### src/rtl/tomasulo_run_pkg.sv
// tomasulo_run_pkg
//   Shared definitions for the run controller and its done tracker:
//   the controller FSM state encoding and default parameter values.
package tomasulo_run_pkg;

   typedef enum logic [2:0] {
      ST_IDLE    = 3'd0,
      ST_RESET   = 3'd1,
      ST_RUN     = 3'd2,
      ST_PASS    = 3'd3,
      ST_TIMEOUT = 3'd4
   } run_state_e;

   localparam int DEF_NUM_CORES      = 1;
   localparam int DEF_RST_CYCLES     = 2;
   localparam int DEF_TIMEOUT_CYCLES = 1000;
   localparam int DEF_CNT_W          = 32;

endpackage

### src/rtl/tomasulo_done_tracker.sv
// tomasulo_done_tracker
//   Per-core sticky completion mask, all-done detection and (optionally)
//   the run cycle at which each core first reported done.
//   Optional feature macro: TOMASULO_RUN_CTRL_CORE_CYCLES_EN
// Ports:
//   clk            clock, rising edge
//   rst            synchronous active-high reset
//   i_clr          clear mask (and captured cycles) on run-reset entry
//   i_en           tracking enabled (controller in RUN)
//   i_done         per-core done flags
//   i_cycle_cnt    current run cycle (macro only)
//   o_core_cycles  captured first-done cycle per core (macro only)
//   o_done_mask    sticky mask of cores that reported done
//   o_all_done     combinational: (mask | done) is all ones
module tomasulo_done_tracker
   import tomasulo_run_pkg::*;
#(
   parameter int NUM_CORES = DEF_NUM_CORES,
   parameter int CNT_W     = DEF_CNT_W
) (
   input  logic                       clk,
   input  logic                       rst,
   input  logic                       i_clr,
   input  logic                       i_en,
   input  logic [NUM_CORES-1:0]       i_done,
`ifdef TOMASULO_RUN_CTRL_CORE_CYCLES_EN
   input  logic [CNT_W-1:0]           i_cycle_cnt,
   output logic [NUM_CORES*CNT_W-1:0] o_core_cycles,
`endif
   output logic [NUM_CORES-1:0]       o_done_mask,
   output logic                       o_all_done
);

   logic [NUM_CORES-1:0] r_mask;

   // Includes this cycle's done so a pulse arriving on the last pending
   // core completes the run in the same cycle it is seen.
   assign o_all_done  = &(r_mask | i_done);
   assign o_done_mask = r_mask;

   always_ff @(posedge clk) begin
      if (rst || i_clr) begin
         r_mask <= '0;
      end else if (i_en) begin
         r_mask <= r_mask | i_done;
      end
   end

`ifdef TOMASULO_RUN_CTRL_CORE_CYCLES_EN
   logic [NUM_CORES-1:0]       w_first;
   logic [NUM_CORES*CNT_W-1:0] r_core_cycles;

   // Only the first done of each core is recorded; later pulses are ignored.
   assign w_first       = i_done & ~r_mask;
   assign o_core_cycles = r_core_cycles;

   always_ff @(posedge clk) begin
      if (rst || i_clr) begin
         r_core_cycles <= '0;
      end else if (i_en) begin
         for (int i = 0; i < NUM_CORES; i++) begin
            if (w_first[i]) begin
               r_core_cycles[i*CNT_W +: CNT_W] <= i_cycle_cnt;
            end
         end
      end
   end
`endif

endmodule

### src/rtl/tomasulo_run_ctrl.sv
// tomasulo_run_ctrl
//   Sequences a run of NUM_CORES processor instances: holds them in reset
//   for RST_CYCLES after start, counts run cycles, and ends in PASS once
//   every core has reported done or in TIMEOUT after TIMEOUT_CYCLES.
//   Optional feature macro: TOMASULO_RUN_CTRL_CORE_CYCLES_EN (adds
//   core_cycles, the run cycle at which each core first reported done).
// Ports:
//   clk          clock, rising edge
//   rst          synchronous active-high reset
//   start        one-cycle run request (honoured in IDLE/PASS/TIMEOUT)
//   done         per-core completion flag, level or pulse
//   core_rst     per-core reset, high in IDLE and RESET
//   busy         high in RESET and RUN
//   finished     high in PASS and TIMEOUT
//   pass         high in PASS
//   cycle_cnt    run cycles elapsed, saturating
//   done_mask    sticky per-core done record
//   core_cycles  per-core first-done cycle, core i at [i*CNT_W +: CNT_W]
module tomasulo_run_ctrl
   import tomasulo_run_pkg::*;
#(
   parameter int NUM_CORES      = DEF_NUM_CORES,
   parameter int RST_CYCLES     = DEF_RST_CYCLES,
   parameter int TIMEOUT_CYCLES = DEF_TIMEOUT_CYCLES,
   parameter int CNT_W          = DEF_CNT_W
) (
   input  logic                       clk,
   input  logic                       rst,
   input  logic                       start,
   input  logic [NUM_CORES-1:0]       done,
   output logic [NUM_CORES-1:0]       core_rst,
   output logic                       busy,
   output logic                       finished,
   output logic                       pass,
   output logic [CNT_W-1:0]           cycle_cnt,
   output logic [NUM_CORES-1:0]       done_mask
`ifdef TOMASULO_RUN_CTRL_CORE_CYCLES_EN
   ,
   output logic [NUM_CORES*CNT_W-1:0] core_cycles
`endif
);

   localparam int               RC_W    = (RST_CYCLES > 1) ? $clog2(RST_CYCLES) : 1;
   localparam logic [RC_W-1:0]  RC_LOAD = RC_W'(RST_CYCLES - 1);
   localparam logic [CNT_W-1:0] TO_LAST = CNT_W'(TIMEOUT_CYCLES - 1);
   localparam logic [CNT_W-1:0] CNT_MAX = '1;

   run_state_e           r_state;
   run_state_e           w_state_nxt;
   logic [RC_W-1:0]      r_rst_cnt;
   logic [CNT_W-1:0]     r_cycle_cnt;
   logic [NUM_CORES-1:0] r_core_rst;
   logic                 r_busy;
   logic                 r_finished;
   logic                 r_pass;
   logic                 w_all_done;
   logic                 w_clr;
   logic                 w_run;

   // Next-state logic. PASS is tested before the timeout so a completion
   // on the final allowed cycle still counts as a pass.
   always_comb begin
      w_state_nxt = r_state;
      case (r_state)
         ST_IDLE: begin
            if (start) w_state_nxt = ST_RESET;
         end
         ST_RESET: begin
            if (r_rst_cnt == '0) w_state_nxt = ST_RUN;
         end
         ST_RUN: begin
            if (w_all_done)                  w_state_nxt = ST_PASS;
            else if (r_cycle_cnt == TO_LAST) w_state_nxt = ST_TIMEOUT;
         end
         ST_PASS, ST_TIMEOUT: begin
            if (start) w_state_nxt = ST_RESET;
         end
         default: w_state_nxt = ST_IDLE;
      endcase
   end

   assign w_clr = (w_state_nxt == ST_RESET) && (r_state != ST_RESET);
   assign w_run = (r_state == ST_RUN);

   always_ff @(posedge clk) begin
      if (rst) r_state <= ST_IDLE;
      else     r_state <= w_state_nxt;
   end

   always_ff @(posedge clk) begin
      if (rst) begin
         r_rst_cnt <= '0;
      end else if (w_clr) begin
         r_rst_cnt <= RC_LOAD;
      end else if ((r_state == ST_RESET) && (r_rst_cnt != '0)) begin
         r_rst_cnt <= r_rst_cnt - RC_W'(1);
      end
   end

   // The counter stops on the cycle the run ends, so the final value is
   // the run cycle on which PASS/TIMEOUT was decided.
   always_ff @(posedge clk) begin
      if (rst || w_clr) begin
         r_cycle_cnt <= '0;
      end else if (w_run && (w_state_nxt == ST_RUN) && (r_cycle_cnt != CNT_MAX)) begin
         r_cycle_cnt <= r_cycle_cnt + CNT_W'(1);
      end
   end

   // Outputs are decoded from the next state and registered, so they line
   // up with the state register.
   always_ff @(posedge clk) begin
      if (rst) begin
         r_core_rst <= '1;
         r_busy     <= 1'b0;
         r_finished <= 1'b0;
         r_pass     <= 1'b0;
      end else begin
         r_core_rst <= {NUM_CORES{(w_state_nxt == ST_IDLE) || (w_state_nxt == ST_RESET)}};
         r_busy     <= (w_state_nxt == ST_RESET) || (w_state_nxt == ST_RUN);
         r_finished <= (w_state_nxt == ST_PASS) || (w_state_nxt == ST_TIMEOUT);
         r_pass     <= (w_state_nxt == ST_PASS);
      end
   end

   tomasulo_done_tracker #(
      .NUM_CORES (NUM_CORES),
      .CNT_W     (CNT_W)
   ) u_tracker (
      .clk           (clk),
      .rst           (rst),
      .i_clr         (w_clr),
      .i_en          (w_run),
      .i_done        (done),
`ifdef TOMASULO_RUN_CTRL_CORE_CYCLES_EN
      .i_cycle_cnt   (r_cycle_cnt),
      .o_core_cycles (core_cycles),
`endif
      .o_done_mask   (done_mask),
      .o_all_done    (w_all_done)
   );

   assign core_rst  = r_core_rst;
   assign busy      = r_busy;
   assign finished  = r_finished;
   assign pass      = r_pass;
   assign cycle_cnt = r_cycle_cnt;

endmodule

### config.mk
export PLATFORM = sky130hd
export DESIGN_NAME = tomasulo_run_ctrl
export DESIGN_NICKNAME = d
export VERILOG_FILES = /design/src/rtl/tomasulo_run_pkg.sv /design/src/rtl/tomasulo_done_tracker.sv /design/src/rtl/tomasulo_run_ctrl.sv
export SDC_FILE = /design/constraint.sdc
export NUM_CORES = 1
export LEC_CHECK = 0
export CORE_MARGIN = 2
export CORE_UTILIZATION = 25
export CTS_CLUSTER_DIAMETER = 60
export DETAILED_ROUTE_END_ITERATION = 8
export PLACE_DENSITY_LB_ADDON = 0.15
export SYNTH_ARGS = -nofsm -noshare
export SYNTH_HDL_FRONTEND = slang
export SYNTH_SLANG_ARGS = --single-unit
### constraint.sdc
create_clock -name clk -period 5.5 [get_ports clk]
set_clock_uncertainty 0.1 [all_clocks]
set_input_delay 0.55 -clock clk [delete_from_list [all_inputs] [get_ports clk]]
set_output_delay 0.55 -clock clk [all_outputs]
set_load 0.02 [all_outputs]
After elaboration in Yosys (flattened, before gate mapping)
Cells that the tools add are included.

Register bits: 41. Word-level logic and storage cells: 41.

$add $sub $neg: 2. Equality and inequality tests: 11. Multiplexer cells: 7. Bitwise operators: 1. Reduce and logical (&&, ||, !) cells: 12.

Operators by type and width (number): 32-bit by 1-bit adder with 32-bit output, second input constant (1); 32-bit by 10-bit equality test with 1-bit output, second input constant (1); 32-bit inequality test, second input constant (1); 3-bit by 2-bit equality test with 1-bit output, second input constant (4); 3-bit 2-to-1 mux (4); 3-bit case mux with 3 select lines (1); 3-bit by 1-bit equality test with 1-bit output, second input constant (2); 3-bit equality test, second input constant (2); 3-bit zero test (2); 1-bit logical AND (4); 1-bit logical OR (4); 3-bit by 1-bit inequality test with 1-bit output, second input constant (1); 3-bit OR reduction (1); 1-bit 2-to-1 mux (2); 2-bit nonzero test (1); 1-bit bitwise OR (1); 1-bit subtractor, second input constant (1).

Longest topological paths before layout
Depth in word-level cells: 7. Depth in mapped cells: 8. Gate-level depth less buffers: 7.

Hierarchy
A second synthesis with hierarchy kept.

Cells, all modules: 263. Area total of the unflattened synthesis: 2167.1 µm².

Modules (own cells, without submodules): tomasulo_run_ctrl (instances 1, cells each 259, area each 2125.8 µm², seq. area each 800.8 µm²); tomasulo_done_tracker (instances 1, cells each 4, area each 41.3 µm², seq. area each 20.0 µm²).

Least setup slack after synthesis
OpenSTA, ideal clock, no wires.

Path type: register to register. Start point: register r_cycle_cnt[0], in the netlist cycle_cnt[0]. End point: register r_cycle_cnt[15], in the netlist cycle_cnt[15]. Setup time: 128 ps. Data arrival time: 2037 ps. Setup slack: 3236 ps. Cell stages (with the launch flop): 8. Buffers on the path: 0. Clock period less this slack: 2264 ps. Cells stage by stage: dfxtp_1 > ha_1 > nand2_1 > nor4_1 > or3b_1 > nand4_1 > xor2_1 > nor2_1.

Longest elaborated chain between the ends: 7. Elaborated cells on any way between the ends: 12.

Ends and longest elaborated chain: start, declared (RTL line tomasulo_run_ctrl.sv:51) `logic [CNT_W-1:0] r_cycle_cnt;`; start signal, assigned (RTL line tomasulo_run_ctrl.sv:106) `r_cycle_cnt <= r_cycle_cnt + CNT_W'(1);`; 32-bit by 10-bit equality test with 1-bit output (RTL line tomasulo_run_ctrl.sv:73) `else if (r_cycle_cnt == TO_LAST) w_state_nxt = ST_TIMEOUT;`; 3-bit 2-to-1 mux (RTL line tomasulo_run_ctrl.sv:73); 3-bit 2-to-1 mux (RTL line tomasulo_run_ctrl.sv:72) `if (w_all_done) w_state_nxt = ST_PASS;`; 3-bit case mux with 3 select lines (RTL line tomasulo_run_ctrl.sv:64) `case (r_state)`; 3-bit by 2-bit equality test with 1-bit output / 3-bit by 1-bit equality test with 1-bit output (equally long branches) (RTL line tomasulo_run_ctrl.sv:105, tomasulo_run_ctrl.sv:82); 1-bit logical AND (on tied branches) (RTL line tomasulo_run_ctrl.sv:105, tomasulo_run_ctrl.sv:82); 1-bit logical AND / 1-bit logical OR (equally long branches) (RTL line tomasulo_run_ctrl.sv:105, tomasulo_run_ctrl.sv:103).

Several ways; a longest one is shown, not always the timed one. A chain may end at the register's enable or synchronous reset.

Final worst setup path
Start point: input done. End point: register r_cycle_cnt[27], in the netlist cycle_cnt[27].

Longest elaborated chain between the ends: 6. Elaborated cells on any way between the ends: 9.

Ends and longest elaborated chain: start, declared (RTL line tomasulo_run_ctrl.sv:30) `input logic [NUM_CORES-1:0] done,`; 1-bit bitwise OR (*) (RTL line tomasulo_done_tracker.sv:38) `assign o_all_done = &(r_mask | i_done);`; 3-bit 2-to-1 mux (*) (RTL line tomasulo_run_ctrl.sv:72); 3-bit case mux with 3 select lines (*) (RTL line tomasulo_run_ctrl.sv:64); 3-bit by 2-bit equality test with 1-bit output / 3-bit by 1-bit equality test with 1-bit output (equally long branches) (RTL line tomasulo_run_ctrl.sv:105, tomasulo_run_ctrl.sv:82); 1-bit logical AND (on tied branches) (RTL line tomasulo_run_ctrl.sv:105, tomasulo_run_ctrl.sv:82); 1-bit logical AND / 1-bit logical OR (equally long branches) (RTL line tomasulo_run_ctrl.sv:105, tomasulo_run_ctrl.sv:103).

Every way passes the cells marked *; elsewhere a longest branch is shown, timed or not.

==> impl_results.md <==
* Outcome: finished clean
* Initial DRC count at 57
* Post-CTS setup buffer count at 0
* Hold Path Sink: cycle_cnt[27]$_SDFFE_PP0P_
* Final period utilization at 0.4908
* Async SR Flop Fraction at 0
* Post-CTS resize count at 0
* Worst endpoint data arrival time at 2.82 ns
* Remaining DRCs at 0
* Ys Warns at 0
* Most common cell after layout, fill and taps aside: dfxtp_1
* Worst Tran Pin Value at 0.9894 ns
* First-pass DRT Iterations at 4
* Setup TNS at 0 ns
* Post-synth cell types at 49
* Chip width at 95.04 µm
* CTS Buffer Depth at 2
* Reg2reg start: cycle_cnt[0]$_SDFFE_PP0P_
* Clock sink total at 41
* Sequential cell area fraction in the yosys report at 0.3961
* Worst-skew pair later-pin latency at 0.29 ns
* Slew Limit Fails at 0
* GRT Overall Usage at 0.1255
* Footprint of the multi-input gates at 1187 µm²
* Via density at 4.839
* DR vias at 1868
* Final Setup Violations at 0
* Cts hold-fix bufs at 0
* Fin crit period at 2.700 ns
* HPWL Detailed at 3813 µm
* Die Ht at 95.04 µm
* Final instance area at 2656 µm²
* Core Box Area at 8134 µm²
* Max transition margin at 0.3404
* Final net count at 285
* Hold path startpoint: cycle_cnt[27]$_SDFFE_PP0P_
* DP Area at 2555 µm²
* Grt total ovfl at 0
* Top_reg_cell synth: dfxtp_1
* Final Power at 0.6417 mW
* Core Rows at 33
* R2R cell count at 7
* Unrepaired setup endpoints after global routing: false
* Largest net degree at the start of global routing at 30
* Most frequent cells in the layout: dfxtp_1, clkdlybuf4s50_1, nor2_1
* Post-Syn Nets at 247
* WP data required at 5.62 ns
* EDFF count, synth at 0
* Reg-to-reg endpoint: cycle_cnt[26]$_SDFFE_PP0P_
* Startpoint types: input port
* Synth Register Bits at 41
* CP max FO at 11
* CP endpoint kind: flip-flop
* Hold path cells at 2
* Io pins at 41
* Full die area at 9033 µm²
* First-pass GRT wire length at 8997 µm
* Reg2reg setup slack at 3.02 ns
* Initial core utilization at 0.2547
* Final WL at 5260 µm
* Fmax at 0.3704 GHz
* Antenna cells at 0
* Fillers at 859
* VDD IR max at 89.67 µV
* Register clock-pin slew on the reported worst setup and hold paths at 0.08 ns
* P&R area growth vs syn at 28.20%
* Number of global-route vias before repair at 1855
* Routed len/inst at 13.63 µm
* Layout cell share with drive strength beyond 1 at 0.07473
* FF/Latch Area at 820.8 µm²
* Leakage power at 0.9253 nW
* GPL Wtd Cong at 0.7864
* Number of buffers created by CTS at 5
* Syn Area/Cell at 8.562 µm²
* Tightest Hold Check Type: reg2reg
* Cells after synthesis at 242
* Routed Antenna Nets at 0
* Max-cap violations at 0
* CTS tree: done
* Post-layout util at 0.3266
* Initial antenna violation count at 0
* PortBufs at 40
* Power per Cell Area at 241.6 nW/µm²
* H-Tree Depth at 2
* Mapped Area at 2072 µm²
* Final hold violation count at 0
* Crit Path Category: in2reg
* Root Buffer: clkbuf_8
[power breakdown]
| part | total (mW) | internal (mW) | switching (mW) | leakage [nW] |
|---|---|---|---|---|
| registers | 0.321 | 0.310 | 0.0113 | 0.331 |
| clock network | 0.220 | 0.114 | 0.106 | 0.0542 |
| logic | 0.101 | 0.0431 | 0.0576 | 0.540 |
[cell type report]
type | instances | area share
clock inverter | 1 | 0.001884
timing repair buffer | 40 | 0.1507
tap | 105 | 0.04946
multi-input combinational | 188 | 0.4470
sequential | 41 | 0.3090
inverter | 4 | 0.005652
clock buffer | 7 | 0.03627
[routing by layer]
layer / wire (µm) / global-route usage / part of all wire
met5: 0 / 0 / 0
met4: 85 / 0.04710 / 0.016
met3: 179 / 0.02767 / 0.034
met2: 2350 / 0.1956 / 0.45
met1: 2645 / 0.1698 / 0.50
[worst max path at each step]
stage,cells past startpoint,from,slack [ns],endpoint
after floorplan,7,cycle_cnt[0]$_SDFFE_PP0P_,3.24,cycle_cnt[15]$_SDFFE_PP0P_
after global placement,6,done,2.61,cycle_cnt[27]$_SDFFE_PP0P_
after detailed placement,6,done,2.53,cycle_cnt[27]$_SDFFE_PP0P_
after CTS,6,done,2.83,cycle_cnt[27]$_SDFFE_PP0P_
after global routing,6,done,2.60,cycle_cnt[27]$_SDFFE_PP0P_
final,6,done,2.80,cycle_cnt[27]$_SDFFE_PP0P_
[per-stage QoR]
stage / cells / hold slack, ns / worst slack [ns]
after global placement: 378 / 0.4028 / 2.614
after floorplan: 242 / 0.3996 / 3.236
after global routing: 386 / 0.4715 / 2.595
final: 386 / 0.4283 / 2.800
after CTS: 386 / 0.4274 / 2.826
after detailed placement: 378 / 0.4119 / 2.532
[cells by family (layout without fill, tap and decap cells)]
group | after synthesis | after routing | synth area share
AOI/OAI and AO/OA | 38 | 38 | 0.1208
buffers and inverters | 13 | 52 | 0.03079
adders and majority gates | 1 | 1 | 0.006038
DFF | 41 | 41 | 0.3961
muxes | 4 | 4 | 0.01932
xor gates and xnor gates | 18 | 18 | 0.07609
and+or+nand+nor | 127 | 127 | 0.3509
[synthesized netlist by cell type (all sizes together) (2+ instances only)]
master | n | area (µm²)
dfxtp | 41 | 820.8
or4 | 2 | 18.77
a41o | 2 | 20.02
xnor2 | 4 | 35.03
a31oi | 3 | 18.77
nand2b | 6 | 45.04
nor3b | 3 | 22.52
nand4 | 14 | 87.58
mux2i | 4 | 40.04
and3 | 6 | 37.54
inv | 4 | 15.01
nand3 | 16 | 90.09
nor4 | 8 | 71.32
nor2 | 30 | 112.6
nand2 | 16 | 60.06
nor3 | 7 | 45.04
o31ai | 2 | 15.01
or2 | 2 | 12.51
or3 | 6 | 37.54
and2 | 4 | 25.03
o21ai | 7 | 35.03
xor2 | 14 | 122.6
a21oi | 15 | 78.83
a31o | 2 | 17.52
buf | 5 | 32.53
clkbuf | 4 | 16.26
and4 | 5 | 43.79
[flip-flops by register name, summed over array words and instances, names as in the netlist]
name / count
busy: 1
finished: 1
pass: 1
r_rst_cnt: 1
cycle_cnt: 32
core_rst: 1
u_tracker.o_done_mask: 1
r_state: 3
[worst max-delay path, cell delays in order]
cell,delay [ns]
clkdlybuf4s50_1,0.48
nor4_1,0.54
and3_1,0.51
nand2_1,0.17
or4_1,0.42
a21oi_1,0.15
(Power assumes the default switching activity.)
